## src/rtl/button_event_ctrl.sv

```systemverilog
// -----------------------------------------------------------------------------
// button_event_ctrl
//
// Turns the 2-bit press-state code of one debounced button into clean,
// registered command pulses for the clock's time-setting logic.
//
// Input code meaning:
//   2'b11 released / idle
//   2'b10 short-press release event
//   2'b01 long-press release event
//   2'b00 held past the long limit (level)
//
// A code counts as an event only in the first cycle it appears
// (cur != prev). Every output is registered. An event sampled at a clock
// edge shows up in the cycle that follows that edge.
//
// Optional feature macro: DOUBLE_CLICK_EN
//   defined   : after a short press, the block waits up to DBL_WINDOW cycles
//               for a second short press. If one arrives, o_double pulses.
//               Otherwise the delayed o_short pulses.
//   undefined : o_short pulses one cycle after the event. o_double is tied
//               to 0 and the window counter is not built.
//
// Ports:
//   i_clk       system clock, all logic on posedge
//   i_rst_n     synchronous active-low reset
//   i_sw_state  press-state code from the debouncer
//   o_short     one-cycle pulse per accepted short press
//   o_long      one-cycle pulse per long press
//   o_double    one-cycle pulse per double click (0 without DOUBLE_CLICK_EN)
//   o_hold      level, high while the button is in the held state
//   o_repeat    one-cycle auto-repeat pulse while held
// -----------------------------------------------------------------------------
module button_event_ctrl #(
   parameter int unsigned DIV_CONST     = 50_000_000,
   parameter int unsigned REPEAT_PERIOD = DIV_CONST / 5,
   parameter int unsigned DBL_WINDOW    = DIV_CONST / 3
) (
   input  logic       i_clk,
   input  logic       i_rst_n,
   input  logic [1:0] i_sw_state,
   output logic       o_short,
   output logic       o_long,
   output logic       o_double,
   output logic       o_hold,
   output logic       o_repeat
);

   // Both counters run down to 0 and reload from these values.
   localparam logic [31:0] REP_RELOAD = 32'(REPEAT_PERIOD - 1);

   localparam logic [1:0] CODE_IDLE  = 2'b11;
   localparam logic [1:0] CODE_SHORT = 2'b10;
   localparam logic [1:0] CODE_LONG  = 2'b01;
   localparam logic [1:0] CODE_HELD  = 2'b00;

   // Reject periods that would make the reload value 0 or wrap around.
   if (REPEAT_PERIOD < 2 || DBL_WINDOW < 2) begin : g_bad_params
      $error("button_event_ctrl: REPEAT_PERIOD and DBL_WINDOW must be >= 2");
   end

`ifdef DOUBLE_CLICK_EN
   localparam logic [31:0] WIN_RELOAD = 32'(DBL_WINDOW - 1);

   typedef enum logic [1:0] {
      ST_IDLE  = 2'd0,
      ST_WAIT2 = 2'd1,
      ST_HOLD  = 2'd2
   } state_t;
`else
   typedef enum logic [1:0] {
      ST_IDLE  = 2'd0,
      ST_HOLD  = 2'd2
   } state_t;
`endif

   state_t      state_q, state_d;
   logic [1:0]  prev_q, prev_d;
   logic [31:0] rep_cnt_q, rep_cnt_d;
   logic        short_q, short_d;
   logic        long_q, long_d;
   logic        hold_q, hold_d;
   logic        repeat_q, repeat_d;
   logic        is_new_s;
`ifdef DOUBLE_CLICK_EN
   logic [31:0] win_cnt_q, win_cnt_d;
   logic        double_q, double_d;
`endif

   assign is_new_s = (i_sw_state != prev_q);

   // Next-state and next-output logic of the press FSM.
   always_comb begin
      state_d   = state_q;
      prev_d    = i_sw_state;
      rep_cnt_d = rep_cnt_q;
      short_d   = 1'b0;
      long_d    = 1'b0;
      hold_d    = 1'b0;
      repeat_d  = 1'b0;
`ifdef DOUBLE_CLICK_EN
      win_cnt_d = win_cnt_q;
      double_d  = 1'b0;
`endif
      case (state_q)
         ST_IDLE: begin
            if (is_new_s && (i_sw_state == CODE_SHORT)) begin
`ifdef DOUBLE_CLICK_EN
               state_d   = ST_WAIT2;
               win_cnt_d = WIN_RELOAD;
`else
               short_d   = 1'b1;
`endif
            end else if (is_new_s && (i_sw_state == CODE_LONG)) begin
               long_d = 1'b1;
            end else if (is_new_s && (i_sw_state == CODE_HELD)) begin
               state_d   = ST_HOLD;
               hold_d    = 1'b1;
               repeat_d  = 1'b1;
               rep_cnt_d = REP_RELOAD;
            end else begin
               state_d = ST_IDLE;
            end
         end
`ifdef DOUBLE_CLICK_EN
         ST_WAIT2: begin
            if (is_new_s && (i_sw_state == CODE_SHORT) && (win_cnt_q != 32'd0)) begin
               double_d  = 1'b1;
               state_d   = ST_IDLE;
               win_cnt_d = 32'd0;
            end else if (is_new_s && (i_sw_state == CODE_LONG)) begin
               short_d   = 1'b1;
               long_d    = 1'b1;
               state_d   = ST_IDLE;
               win_cnt_d = 32'd0;
            end else if (is_new_s && (i_sw_state == CODE_HELD)) begin
               short_d   = 1'b1;
               state_d   = ST_HOLD;
               hold_d    = 1'b1;
               repeat_d  = 1'b1;
               rep_cnt_d = REP_RELOAD;
               win_cnt_d = 32'd0;
            end else if (win_cnt_q <= 32'd1) begin
               // The counter reaches 0 at this edge and the window closes.
               short_d   = 1'b1;
               state_d   = ST_IDLE;
               win_cnt_d = 32'd0;
            end else begin
               win_cnt_d = win_cnt_q - 32'd1;
            end
         end
`endif
         ST_HOLD: begin
            if (i_sw_state == CODE_HELD) begin
               hold_d = 1'b1;
               if (rep_cnt_q == 32'd0) begin
                  repeat_d  = 1'b1;
                  rep_cnt_d = REP_RELOAD;
               end else begin
                  rep_cnt_d = rep_cnt_q - 32'd1;
               end
            end else begin
               // Leaving the held state never produces a short or long pulse.
               state_d   = ST_IDLE;
               rep_cnt_d = 32'd0;
            end
         end
         default: begin
            state_d   = ST_IDLE;
            prev_d    = CODE_IDLE;
            rep_cnt_d = 32'd0;
`ifdef DOUBLE_CLICK_EN
            win_cnt_d = 32'd0;
`endif
         end
      endcase
   end

   // State, counter, previous-code and output registers with synchronous reset.
   always_ff @(posedge i_clk) begin
      if (!i_rst_n) begin
         state_q   <= ST_IDLE;
         prev_q    <= CODE_IDLE;
         rep_cnt_q <= 32'd0;
         short_q   <= 1'b0;
         long_q    <= 1'b0;
         hold_q    <= 1'b0;
         repeat_q  <= 1'b0;
`ifdef DOUBLE_CLICK_EN
         win_cnt_q <= 32'd0;
         double_q  <= 1'b0;
`endif
      end else begin
         state_q   <= state_d;
         prev_q    <= prev_d;
         rep_cnt_q <= rep_cnt_d;
         short_q   <= short_d;
         long_q    <= long_d;
         hold_q    <= hold_d;
         repeat_q  <= repeat_d;
`ifdef DOUBLE_CLICK_EN
         win_cnt_q <= win_cnt_d;
         double_q  <= double_d;
`endif
      end
   end

   assign o_short  = short_q;
   assign o_long   = long_q;
   assign o_hold   = hold_q;
   assign o_repeat = repeat_q;
`ifdef DOUBLE_CLICK_EN
   assign o_double = double_q;
`else
   assign o_double = 1'b0;
`endif

endmodule
```

## config.mk

```make
export PLATFORM = sky130hd
export DESIGN_NAME = button_event_ctrl
export DESIGN_NICKNAME = d
export VERILOG_FILES = /design/src/rtl/button_event_ctrl.sv
export SDC_FILE = /design/constraint.sdc
export NUM_CORES = 1
export LEC_CHECK = 0
export BUFFER_PORTS_ARGS = -buffer_cell sky130_fd_sc_hd__buf_2
export CAP_MARGIN = 0
export CORE_MARGIN = 2
export CORE_UTILIZATION = 58
export CTS_CLUSTER_DIAMETER = 60
export DETAILED_ROUTE_END_ITERATION = 6
export GPL_TIMING_DRIVEN = 0
export PLACE_DENSITY = 0.83
export SYNTH_ARGS = -nofsm -noshare
export SYNTH_HDL_FRONTEND = slang
export SYNTH_SLANG_ARGS = --single-unit
```

## constraint.sdc

```tcl
create_clock -name i_clk -period 5.7 [get_ports i_clk]
set_clock_uncertainty 0.15 [all_clocks]
set_input_delay 0.57 -clock i_clk [delete_from_list [all_inputs] [get_ports i_clk]]
set_output_delay 0.57 -clock i_clk [all_outputs]
set_load 0.01 [all_outputs]
```

==> run metrics <==
clock transition at the registers of the reported paths 0.11 ns; max frequency 401 MHz; initial antenna violation count 0; number of global-route vias before repair 1693; startpoint types register; sequential fraction of design power 53.9%; VDD IR max 0.162 mV; routed wire length 4460 um; global-route wire length before repair 7750 um; slowest stage delay, CP 0.39 ns; First-pass DRT Iterations 4; CTS Buffer Depth 2; status finished clean; Switching Fraction 32.1%; Max Cap Violations 0; Post-DP HPWL 3080 um; Sum Neg Setup Slack 0 ns; kind of cell adding the most delay to the critical path simple AND/OR/NAND/NOR gates; clock tree from TritonCTS done; critical path type reg2reg; synth unique cells 47; H-tree depth 2; nets 256; Pint 0.379 mW; crit path time final 2.49 ns; DIE AREA 0.00400 mm^2; Slew Limit Fails 0; commonest non-fill, non-tap cells in the layout 39 x dfxtp_1, 28 x nor2_1, 17 x nor3_1; TritonCTS Buffers 5; worst hold stages 2; Final period util 43.7%; Mapped Area 0.00204 mm^2; CP max stage cell nor4b_2; clock share of power 23.2%; remaining global-route overflow 0; Die X 63.2 um; Gate power share 22.9%; Seq/Total Area, Yosys 38.4%; vias per inst 6.11; placer congestion estimate 0.868; CP bufs+invs 3; HP Class in2reg; relative slew slack 56.3%; Final Hold Fails 0; Vias 1808; Worst path most repeated cell buf_2; FP Rows 21; cell chosen for the clock root clkbuf_4; Pleak 0.793 nW; # IOs 9; crit path cell chain inv_1 -> ha_1 -> nor4b_2 -> nand3_1 -> buf_2 -> nor2_1 -> a31o_2 -> buf_2 -> and2_1; Layout Cells excl Fill 296; Avg Synthesized Cell Area 8.59 um^2; yosys warns 0; CP endpoint kind register; Post-synth EDFFs 0; P&R area growth vs syn 6.58%; antenna fix cells 0; IO buf count 7; R2R depth 9; share of cells above drive strength 1 10.8%; 1st-iter DRT viols 125; CTS Sinks 39; CP required 5.85 ns; switching power 0.179 mW; core area 0.00336 mm^2; Async SR Flop Fraction 0%; WL per Instance 15.1 um; # DRC 0; Post-Syn Nets 242; largest net degree at the start of global routing 11; Power Density 257 mW/mm^2; GRT Util Overall 24.7%; Post-CTS Setup Inserts 0; worst-margin pin slew 0.656 ns; worst skew pair latency 0.35 ns; Worst EP arrival 2.64 ns; most common cell after layout, fill and taps aside dfxtp_1; Fillers 312; Post-CTS Hold Fix Bufs 0; Crit Path Max Fanout 10; post-route ant nets 0; FF+latch count, synth 39; Stages on worst setup path 9; Post-synth top flop dfxtp_1; Final setup viols 0; RSZ-0062 raised after global routing false; reg2reg setup slack 3.21 ns; Chip Height 63.2 um; Syn Inst Count 237; cts repair resizes 0; Starting Density 60.5%; placed insts 290
[sequential cells by signal, summed over array words and instances (netlist names)]
| register | count |
|---|---|
| rep_cnt_q | 32 |
| prev_q | 2 |
| o_hold | 1 |
| o_long | 1 |
| o_repeat | 1 |
| o_short | 1 |
| state_q | 1 |
[worst register-to-register path, cell delays in order (launching register included)]
cell     delay [ns]
dfxtp_1        0.38
inv_1          0.08
ha_1           0.21
nor4b_2        0.39
nand3_1        0.18
buf_2          0.24
nor2_1         0.25
a31o_2         0.19
buf_2          0.21
and2_1         0.16
[cell families after synthesis]
group                    count (synthesis)  synth area share (%)
flip-flops                              39                  38.4
buffers and inverters                   18                  4.06
AND/OR/NAND/NOR                        105                  29.3
adder cells (fa/ha/maj)                  1                 0.615
XOR/XNOR                                15                  6.45
AO/OA/AOI/OAI                           58                  21.1
other                                    1                 0.184
[through the flow]
step	setup WS (ns)	hold slack, ns	cell area, um^2	util, %	power [mW]
CTS	3.25	0.261	2170	64.5	0.561
global placement	3.17	0.341	2130	63.3	0.430
finish	3.21	0.271	2170	64.5	0.558
floorplan	3.60	0.320	2040	-	0.402
detailed placement	3.13	0.347	2130	63.3	0.432
global route	2.97	0.264	2170	64.5	0.590
[per-layer routing]
| layer | up-vias | global-route usage [%] | wire length [um] | part of all wire, % |
|---|---|---|---|---|
| li1 | 896 | - | - | - |
| met1 | 856 | 32.9 | 2090 | 47 |
| met2 | 50 | 39.0 | 2030 | 46 |
| met3 | 6 | 6.07 | 277 | 6.2 |
| met4 | 0 | 8.97 | 61 | 1.4 |
| met5 | - | 0 | 0 | 0 |
[cell type report]
cell class	count	area, um^2	area share, %
Buffer	15	71.3	3.29
Clock buffer	6	41.3	1.90
Inverter	3	11.3	0.519
Multi-Input combinational cell	180	1170	54.0
Sequential cell	39	781	36.0
Tap cell	46	57.6	2.65
Timing Repair Buffer	7	35.0	1.61
[final timing paths]
kind,endpoint,from
max,o_repeat$_SDFF_PN0_,rep_cnt_q[0]$_SDFFE_PN0P_
min,o_long$_SDFF_PP0_,i_sw_state[1]
max reg2reg,o_repeat$_SDFF_PN0_,rep_cnt_q[0]$_SDFFE_PN0P_
min reg2reg,rep_cnt_q[29]$_SDFFE_PN0P_,rep_cnt_q[29]$_SDFFE_PN0P_
[synthesized netlist by cell type (5+ instances only)]
cell type  number  area share (%)
a21boi_0       13             4.8
a21oi_1         6             1.5
clkbuf_1       10             1.8
dfxtp_1        39              38
nand2_1        10             1.8
nand2b_1        5             1.5
nor2_1         28             5.2
nor3_1         17             4.2
nor4_1         12             3.7
o21ai_0         9             2.2
o31a_1          5             2.2
xnor2_1        13             5.6
[power groups by stage]
stage / sequential, mW / clock, mW / combinational, mW
floorplan: 0.304 / 0 / 0.0978
global route: 0.303 / 0.143 / 0.144
CTS: 0.301 / 0.134 / 0.126
finish: 0.301 / 0.130 / 0.128
detailed placement: 0.307 / 0 / 0.126
global placement: 0.306 / 0 / 0.124
Note: power is estimated with default switching activity, not from simulation.
